File: src/rtl/rr_mux_arbiter_pkg.sv
// Shared types and constants for the round-robin mux arbiter.
// The RR_ARB_TIMEOUT_EN macro enables the forced-release hold counter in the top.
package rr_arb_pkg;

  localparam int NUM_REQ    = 4;
  localparam int SEL_W      = 2;
  localparam int HOLD_CNT_W = 8;

  typedef enum logic [0:0] {
    IDLE = 1'b0,
    BUSY = 1'b1
  } arb_state_t;

endpackage

File: src/rtl/rr_mux_arbiter_if.sv
// Requester-side bundle of the round-robin mux arbiter.
// Handshake: a requester holds req[i] high for as long as it wants the path;
// it owns the path while gnt[i] is high, and y/y_valid reflect the owner's
// data in the same cycle. Dropping req[i] releases the grant on the next edge.
// With RR_ARB_TIMEOUT_EN defined, a timeout pulse marks a forced release.
// state and ptr are exported so checkers can observe the arbiter FSM.
interface rr_mux_arbiter_if
  import rr_arb_pkg::*;
#(
  parameter int DW = 8
);
  logic [NUM_REQ-1:0] req;
  logic [DW-1:0]      a;
  logic [DW-1:0]      b;
  logic [DW-1:0]      c;
  logic [DW-1:0]      d;
  logic [NUM_REQ-1:0] gnt;
  logic [SEL_W-1:0]   sel;
  logic [DW-1:0]      y;
  logic               y_valid;
  arb_state_t         state;
  logic [SEL_W-1:0]   ptr;
`ifdef RR_ARB_TIMEOUT_EN
  logic               timeout;
`endif

  modport master (
    output req, a, b, c, d,
    input  gnt, sel, y, y_valid, state, ptr
`ifdef RR_ARB_TIMEOUT_EN
    , input timeout
`endif
  );

  modport slave (
    input  req, a, b, c, d,
    output gnt, sel, y, y_valid, state, ptr
`ifdef RR_ARB_TIMEOUT_EN
    , output timeout
`endif
  );

endinterface

File: src/rtl/rr_mux_arbiter_pick.sv
// Combinational rotating-priority picker: returns the first set request
// bit scanning from ptr upward, wrapping modulo NUM_REQ.
module rr_pick
  import rr_arb_pkg::*;
(
  input  logic [NUM_REQ-1:0] req,
  input  logic [SEL_W-1:0]   ptr,
  output logic               found,
  output logic [SEL_W-1:0]   idx
);

  logic [SEL_W-1:0] cand;

  // Scan ptr, ptr+1, ... and keep the first hit; later hits are ignored.
  always_comb begin
    found = 1'b0;
    idx   = ptr;
    cand  = '0;
    for (int i = 0; i < NUM_REQ; i++) begin
      cand = ptr + i[SEL_W-1:0];
      if (!found && req[cand]) begin
        found = 1'b1;
        idx   = cand;
      end
    end
  end

endmodule

File: src/rtl/rr_mux_arbiter.sv
// Round-robin arbiter and sequencer for a shared 4:1 data mux.
// One owner at a time; the grant is held while its request stays high,
// followed by one IDLE bubble cycle before the next grant.
// Optional: RR_ARB_TIMEOUT_EN forces release after MAX_HOLD BUSY cycles.
module rr_mux_arbiter
  import rr_arb_pkg::*;
#(
  parameter int DW       = 8,
  parameter int MAX_HOLD = 16
)(
  input  logic             clk,
  input  logic             rst_n,
  rr_mux_arbiter_if.slave  bus
);

  // Catch illegal configurations at elaboration time.
  if (DW < 1) begin : g_bad_dw
    $error("rr_mux_arbiter: DW must be at least 1");
  end
  if (MAX_HOLD < 2 || MAX_HOLD > 255) begin : g_bad_hold
    $error("rr_mux_arbiter: MAX_HOLD must be in 2..255");
  end

  arb_state_t         state;
  logic [NUM_REQ-1:0] gnt;
  logic [SEL_W-1:0]   sel;
  logic [SEL_W-1:0]   ptr;
  logic               found;
  logic [SEL_W-1:0]   idx;
  logic [DW-1:0]      y_mux;
  logic               y_valid;
`ifdef RR_ARB_TIMEOUT_EN
  localparam logic [HOLD_CNT_W-1:0] HOLD_LAST = HOLD_CNT_W'(MAX_HOLD - 1);
  logic [HOLD_CNT_W-1:0] hold_cnt;
  logic                  timeout;
`endif

  rr_pick u_pick (
    .req   (bus.req),
    .ptr   (ptr),
    .found (found),
    .idx   (idx)
  );

  // Arbiter FSM: IDLE picks a winner from ptr, BUSY holds until release.
  always_ff @(posedge clk or negedge rst_n) begin
    if (!rst_n) begin
      state    <= IDLE;
      gnt      <= '0;
      sel      <= '0;
      ptr      <= '0;
`ifdef RR_ARB_TIMEOUT_EN
      hold_cnt <= '0;
      timeout  <= 1'b0;
`endif
    end else begin
`ifdef RR_ARB_TIMEOUT_EN
      timeout <= 1'b0;
`endif
      case (state)
        IDLE: begin
          if (found) begin
            gnt      <= NUM_REQ'(1) << idx;
            sel      <= idx;
            state    <= BUSY;
`ifdef RR_ARB_TIMEOUT_EN
            hold_cnt <= '0;
`endif
          end else begin
            gnt <= '0;
          end
        end
        BUSY: begin
          if (!bus.req[sel]) begin
            // Voluntary release: next search starts just past the owner.
            gnt   <= '0;
            state <= IDLE;
            ptr   <= sel + 1'b1;
`ifdef RR_ARB_TIMEOUT_EN
          end else if (hold_cnt == HOLD_LAST) begin
            // Forced release puts the owner last in the rotation.
            gnt     <= '0;
            state   <= IDLE;
            ptr     <= sel + 1'b1;
            timeout <= 1'b1;
          end else begin
            hold_cnt <= hold_cnt + 1'b1;
`endif
          end
        end
        default: begin
          state <= IDLE;
          gnt   <= '0;
        end
      endcase
    end
  end

  assign y_valid = |gnt;

  // Output mux driven by the registered select; forced to zero without a grant.
  always_comb begin
    y_mux = '0;
    if (y_valid) begin
      case (sel)
        2'd0:    y_mux = bus.a;
        2'd1:    y_mux = bus.b;
        2'd2:    y_mux = bus.c;
        default: y_mux = bus.d;
      endcase
    end
  end

  assign bus.gnt     = gnt;
  assign bus.sel     = sel;
  assign bus.y       = y_mux;
  assign bus.y_valid = y_valid;
  assign bus.state   = state;
  assign bus.ptr     = ptr;
`ifdef RR_ARB_TIMEOUT_EN
  assign bus.timeout = timeout;
`endif

endmodule

File: src/flat_wrapper.sv
// flat-port wrapper written by rule: the top's interface ports become plain ports
module rr_mux_arbiter_flat import rr_arb_pkg::*;
#(
  parameter int DW       = 8,
  parameter int MAX_HOLD = 16
)
  (clk, rst_n, bus_req, bus_a, bus_b, bus_c, bus_d, bus_gnt, bus_sel, bus_y, bus_y_valid, bus_state, bus_ptr);
  rr_mux_arbiter_if #(.DW(DW)) bus_i ();
  input  logic clk;
  input  logic rst_n;
  input wire logic [$bits(bus_i.req)-1:0] bus_req;
  input wire logic [$bits(bus_i.a)-1:0] bus_a;
  input wire logic [$bits(bus_i.b)-1:0] bus_b;
  input wire logic [$bits(bus_i.c)-1:0] bus_c;
  input wire logic [$bits(bus_i.d)-1:0] bus_d;
  output wire logic [$bits(bus_i.gnt)-1:0] bus_gnt;
  output wire logic [$bits(bus_i.sel)-1:0] bus_sel;
  output wire logic [$bits(bus_i.y)-1:0] bus_y;
  output wire logic [$bits(bus_i.y_valid)-1:0] bus_y_valid;
  output wire logic [$bits(bus_i.state)-1:0] bus_state;
  output wire logic [$bits(bus_i.ptr)-1:0] bus_ptr;
  assign bus_i.req = bus_req;
  assign bus_i.a = bus_a;
  assign bus_i.b = bus_b;
  assign bus_i.c = bus_c;
  assign bus_i.d = bus_d;
  assign bus_gnt = bus_i.gnt;
  assign bus_sel = bus_i.sel;
  assign bus_y = bus_i.y;
  assign bus_y_valid = bus_i.y_valid;
  assign bus_state = bus_i.state;
  assign bus_ptr = bus_i.ptr;
  rr_mux_arbiter #(.DW(DW), .MAX_HOLD(MAX_HOLD)) u_core (.clk(clk), .rst_n(rst_n), .bus(bus_i));
endmodule
File: config.mk
export PLATFORM = sky130hd
export DESIGN_NAME = rr_mux_arbiter_flat
export DESIGN_NICKNAME = d
export VERILOG_FILES = /design/src/rtl/rr_mux_arbiter_pkg.sv /design/src/rtl/rr_mux_arbiter_if.sv /design/src/rtl/rr_mux_arbiter_pick.sv /design/src/rtl/rr_mux_arbiter.sv /design/src/flat_wrapper.sv
export SDC_FILE = /design/constraint.sdc
export NUM_CORES = 1
export LEC_CHECK = 0
export ABC_AREA = 1
export BUFFER_PORTS_ARGS = -buffer_cell sky130_fd_sc_hd__buf_2
export CORE_UTILIZATION = 44
export DETAILED_ROUTE_END_ITERATION = 8
export PLACE_DENSITY = 0.76
export SYNTH_ARGS = -nofsm -noshare
export SYNTH_HDL_FRONTEND = slang
export SYNTH_HIERARCHICAL = 1
export SYNTH_SLANG_ARGS = --single-unit
export TNS_END_PERCENT = 30
File: constraint.sdc
create_clock -name clk -period 2.4 [get_ports clk]
set_clock_uncertainty 0.1 [all_clocks]
set_input_delay 0.24 -clock clk [delete_from_list [all_inputs] [get_ports clk]]
set_output_delay 0.24 -clock clk [all_outputs]
set_load 0.05 [all_outputs]
-- After elaboration in Yosys (flattened, before gate mapping)
Index checks and enable logic that the tools add are counted.
- register bits after elaboration: 9
- input bits: 38
- bitwise logic cells: 2
- reduce and logical (&&, ||, !) cells: 10
- equal/unequal tests: 3
- shifts and indexed selects: 1
- add/sub/neg operators: 4
- $lt $le $gt $ge: 5
- mux-type cells: 25
- operator list (operator ; number):
    8-bit case mux with 3 select lines ; 1
    2-bit by 3-bit < comparator with 1-bit output, second input constant ; 5
    1-bit 2-to-1 mux ; 11
    1-bit binary-select mux with 2-bit select ; 5
    4-bit 2-to-1 mux ; 2
    8-bit 2-to-1 mux ; 1
    4-bit case mux with 2 select lines ; 1
    2-bit 2-to-1 mux ; 3
    2-bit by 1-bit adder with 2-bit output, second input constant ; 2
    2-bit adder, second input constant ; 2
    2-bit AND reduction ; 2
    4-bit OR reduction ; 1
    1-bit by 2-bit << shifter with 4-bit output, first input constant ; 1
    1-bit logical AND ; 3
    1-bit zero test ; 3
    2-bit by 1-bit equality test with 1-bit output, second input constant ; 1
    2-bit equality test, second input constant ; 1
    2-bit zero test ; 1
    2-bit != test, second input constant ; 1
    1-bit NOT ; 2
    1-bit case mux with 2 select lines ; 1

-- Longest topological paths before layout
- word-level depth: 15
- gate-level depth with buffers: 14
- mapped depth without buffers: 14

-- Cells and area by module
Netlist, hierarchy kept.
- modules (own cells, without submodules) (module ; area each (um^2) ; cells each ; times used ; sequential area each (um^2)):
    rr_mux_arbiter ; 742.0 ; 101 ; 1 ; 225.2
    rr_pick ; 282.8 ; 63 ; 1 ; 0.0

-- Worst setup path after synthesis
Ideal clock, no wire load.
- path kind: register to output
- start point: reg u_core.gnt[3], in the netlist u_core/bus.gnt[3]
- end point: out bus_y[0]
- slack: -88 ps
- required time: 2060 ps
- arrival: 2148 ps
- stages on the path, launching flop included: 5
- path through: dfrtp_1 nor2_1 nand2_1 o21ai_1 a31oi_1
- longest elaborated chain between the ends: 2
- RTL lines (element ; RTL line ; source):
    start, declared ; rr_mux_arbiter.sv:25 ; logic [NUM_REQ-1:0] gnt;
    start signal, assigned ; rr_mux_arbiter.sv:63 ; gnt <= NUM_REQ'(1) << idx;
    4-bit OR reduction ; rr_mux_arbiter.sv:99 ; assign y_valid = |gnt;
    named net bus_y_valid ; flat_wrapper.sv:19 ; output wire logic [$bits(bus_i.y_valid)-1:0] bus_y_valid;
    8-bit 2-to-1 mux ; rr_mux_arbiter.sv:104 ; if (y_valid) begin
    end, declared ; flat_wrapper.sv:18 ; output wire logic [$bits(bus_i.y)-1:0] bus_y;
The timed path passes the listed nets, and every way through them passes these cells.

-- Worst setup path after layout
- start point: reg u_core.sel[0], in the netlist u_core/bus.sel[0]
- end point: out bus_y[0]
- longest elaborated chain between the ends: 3
- elaborated cells on any way between the ends: 5
- those cells by class: eq/ne: 2; mux: 2; reduce/logical: 1
- RTL lines (element ; RTL line ; source):
    start, declared ; rr_mux_arbiter.sv:26 ; logic [SEL_W-1:0] sel;
    start signal, assigned ; rr_mux_arbiter.sv:64 ; sel <= idx;
    2-bit equality test (tied with other cells) ; rr_mux_arbiter.sv:105 ; case (sel)
    8-bit case mux with 3 select lines * ; rr_mux_arbiter.sv:105 ;
    8-bit 2-to-1 mux * ; rr_mux_arbiter.sv:104 ;
Mark *: on every way between the ends. The rest lies on a longest branch, timed or not.

==> flow_metrics.tcl <==
set metrics [dict create \
    place_hpwl_um 2195 \
    yosysSeqAreaShare_pct 21.98 \
    antenna_found_initial 0 \
    multi_input_area_um2 724.4 \
    vdd_ir_drop_max_v 0.0009949 \
    post_dp_cell_area_mm2 0.001313 \
    grt_overflow 0 \
    clockBufferDepth 2 \
    worstSetupPathType "flip-flop to output port" \
    grt_first_pass_wirelength_um 4264 \
    ys_async_sr_fraction_pct 100.0 \
    critical_path_buf_inv_count 2 \
    postCtsSetupRepairBufs 0 \
    worst_skew_pair.late_latency_ps 260 \
    detail-route-antenna-nets 0 \
    wl_um 2726 \
    max_freq_ghz 0.4646 \
    grt_setup_unrepaired "false" \
    ys_seq_elements 9 \
    slew_headroom_pct 69.82 \
    drc_errors 0 \
    cp-startpoint "u_core/bus.sel[0]" \
    total_power_uw 2286 \
    synth_top_cells_by_count "69 x nand2_1, 11 x nand3_1, 10 x o21ai_1, 9 x dfrtp_1" \
    synthFlopType "dfrtp_1" \
    num_vias 1265 \
    grt_start_max_net_pins 15 \
    ios 56 \
    worst_pin_slew_ps 452.7 \
    finalCriticalPeriod_ps 2152 \
    timing_hold_violations_final 0 \
    cts_sinks 9 \
    rr_worst_depth 12 \
    cp-end-kind "output port" \
    r2r_end "u_core/bus.sel[0]" \
    r2r_slack_ps 320 \
    slowest_stage "dfrtp_1" \
    placedCellCount 241 \
    leakage_uw 0.0007611 \
    placement.io_buffers 55 \
    numCtsBuffers 3 \
    hold_class "input pin to async pin" \
    synthCells 164 \
    syn_area_per_cell_um2 6.248 \
    drt_iter0_drc 48 \
    cts.clk_slew.worst_paths_ps 60 \
    nNetsFinal 261 \
    critical_path.cell_chain "inv_2 -> ha_1 -> nand2_1 -> a31oi_2 -> buf_2" \
    clock-root-buffer "clkbuf_4" \
    dieArea_mm2 0.002526 \
    yosysMostFrequentCell "nand2_1" \
    synth_area_leaders "nand2_1 25%, dfrtp_1 22%, nand3_1 5.4%" \
    die_w_um 50.26 \
    worstPathArrival_ps 1810 \
    cap_violations 0 \
    die_y_um 50.26 \
    cp_slowest_stage_delay_ps 450 \
    start_util_pct 46.32 \
    p_per_area_mw_per_mm2 1695 \
    dr.pass1.iters 4 \
    syn_to_final_growth_pct 31.62 \
    cts_tree "built" \
    synth.distinct_cells 27 \
    drive_above_1_share_pct 36.70 \
    cp.required_ps 2060 \
    antenna_cells 0 \
    fin_area_mm2 0.001349 \
    synth_edf_count 0 \
    path_max_fanout 8 \
    crit_family "flip-flops" \
    coreArea_mm2 0.002212 \
    wire_per_inst_um 11.08 \
    seq_area_um2 225.2 \
    outcome "finished clean" \
    fin_crit_sh_pct 89.68 \
    r2r-start "u_core/bus.ptr[0]" \
    htreeDepth 1 \
    yosys.area.top_type "nand2_1" \
    synth_top_area_share_pct 25.27 \
    grt_pass1_vias 1016 \
    fill_cells 210 \
    synth_area_mm2 0.001025 \
    avgViaCountPerCell 5.142 \
    ys_warn_count 6 \
    rows 17 \
    final_util_pct 60.97 \
    syn_nets 206 \
    track_usage_pct 21.85 \
    instances_no_fill 246 \
    slew_viol_final 0 \
    place_congestion 0.9155 \
    start_kind "flip-flop" \
    setup_viol 0 \
]
logic make-up (layout without fill, tap and decap cells):
kind of cell	Yosys count	count (layout)	synth area share, %
simple gates	101	101	47.99
compound gates	29	29	15.75
buf+inv	20	74	8.547
flops	9	9	21.98
fa+ha+maj	4	4	4.884
xor+xnor	1	1	0.8549
state kept, by name (all words and copies together) (netlist names):
name and cells:
u_core/bus.state 1, u_core/bus.ptr 2, u_core/bus.gnt 4, u_core/bus.sel 2
timing repair:
action / in CTS / in global routing
hold buffers: 1 / 0
endpoints found under the hold margin: 9 / 0
gates resized for setup: 0 / 0
power by group:
group          leakage, uW  internal [uW]  switching [uW]
combinational     0.000632            516            1310
sequential        0.000114            216             125
clock            0.0000150           64.0            52.3
layout by cell type, fill, tap and decap left out, drive strengths merged:
master       Yosys  routed
dlygate4sd3      0       1
xor2             1       1
nand4            5       5
nand3           14      14
o21ai           11      11
ha               4       4
a21oi            9       9
clkbuf           2       4
nand2           77      77
nand3b           1       1
nor2             4       4
dfrtp            9       9
o21bai           1       1
buf              4      55
a31oi            8       8
inv             14      14
worst max-delay path by stage:
| stage | to | cells past startpoint |
|---|---|---|
| after floorplan | bus_y[2] | 4 |
| after global placement | u_core/bus.sel[0] | 12 |
| after detailed placement | u_core/bus.sel[0] | 12 |
| after CTS | bus_y[0] | 5 |
| after global routing | bus_y[3] | 5 |
| final | bus_y[0] | 5 |
per-layer routing:
| metal | share of wire (%) | GRT usage [%] | routed length [um] |
|---|---|---|---|
| met1 | 44 | 27.88 | 1208 |
| met2 | 47 | 37.11 | 1275 |
| met3 | 8.3 | 3.030 | 226 |
| met4 | 0.59 | 7.619 | 16 |
| met5 | 0 | 0 | 0 |
area by class of cell:
cell class / instances / area share (%)
repair buffers: 56 / 21.15
well taps: 28 / 2.597
flip-flops and latches: 9 / 16.70
inverters: 14 / 3.896
multi-input cells: 135 / 53.71
clock buffers: 4 / 1.948
per-stage QoR:
| stage | setup WS [ps] | setup TNS, ps | hold slack, ps |
|---|---|---|---|
| after floorplan | -87.53 | -525.2 | -155.6 |
| after global placement | 441.8 | 0 | -4.261 |
| after detailed placement | 368.4 | 0 | 2.611 |
| after CTS | 232.3 | 0 | 252.2 |
| after global routing | 99.80 | 0 | 264.0 |
| final | 247.7 | 0 | 256.5 |
(Power assumes the default switching activity.)
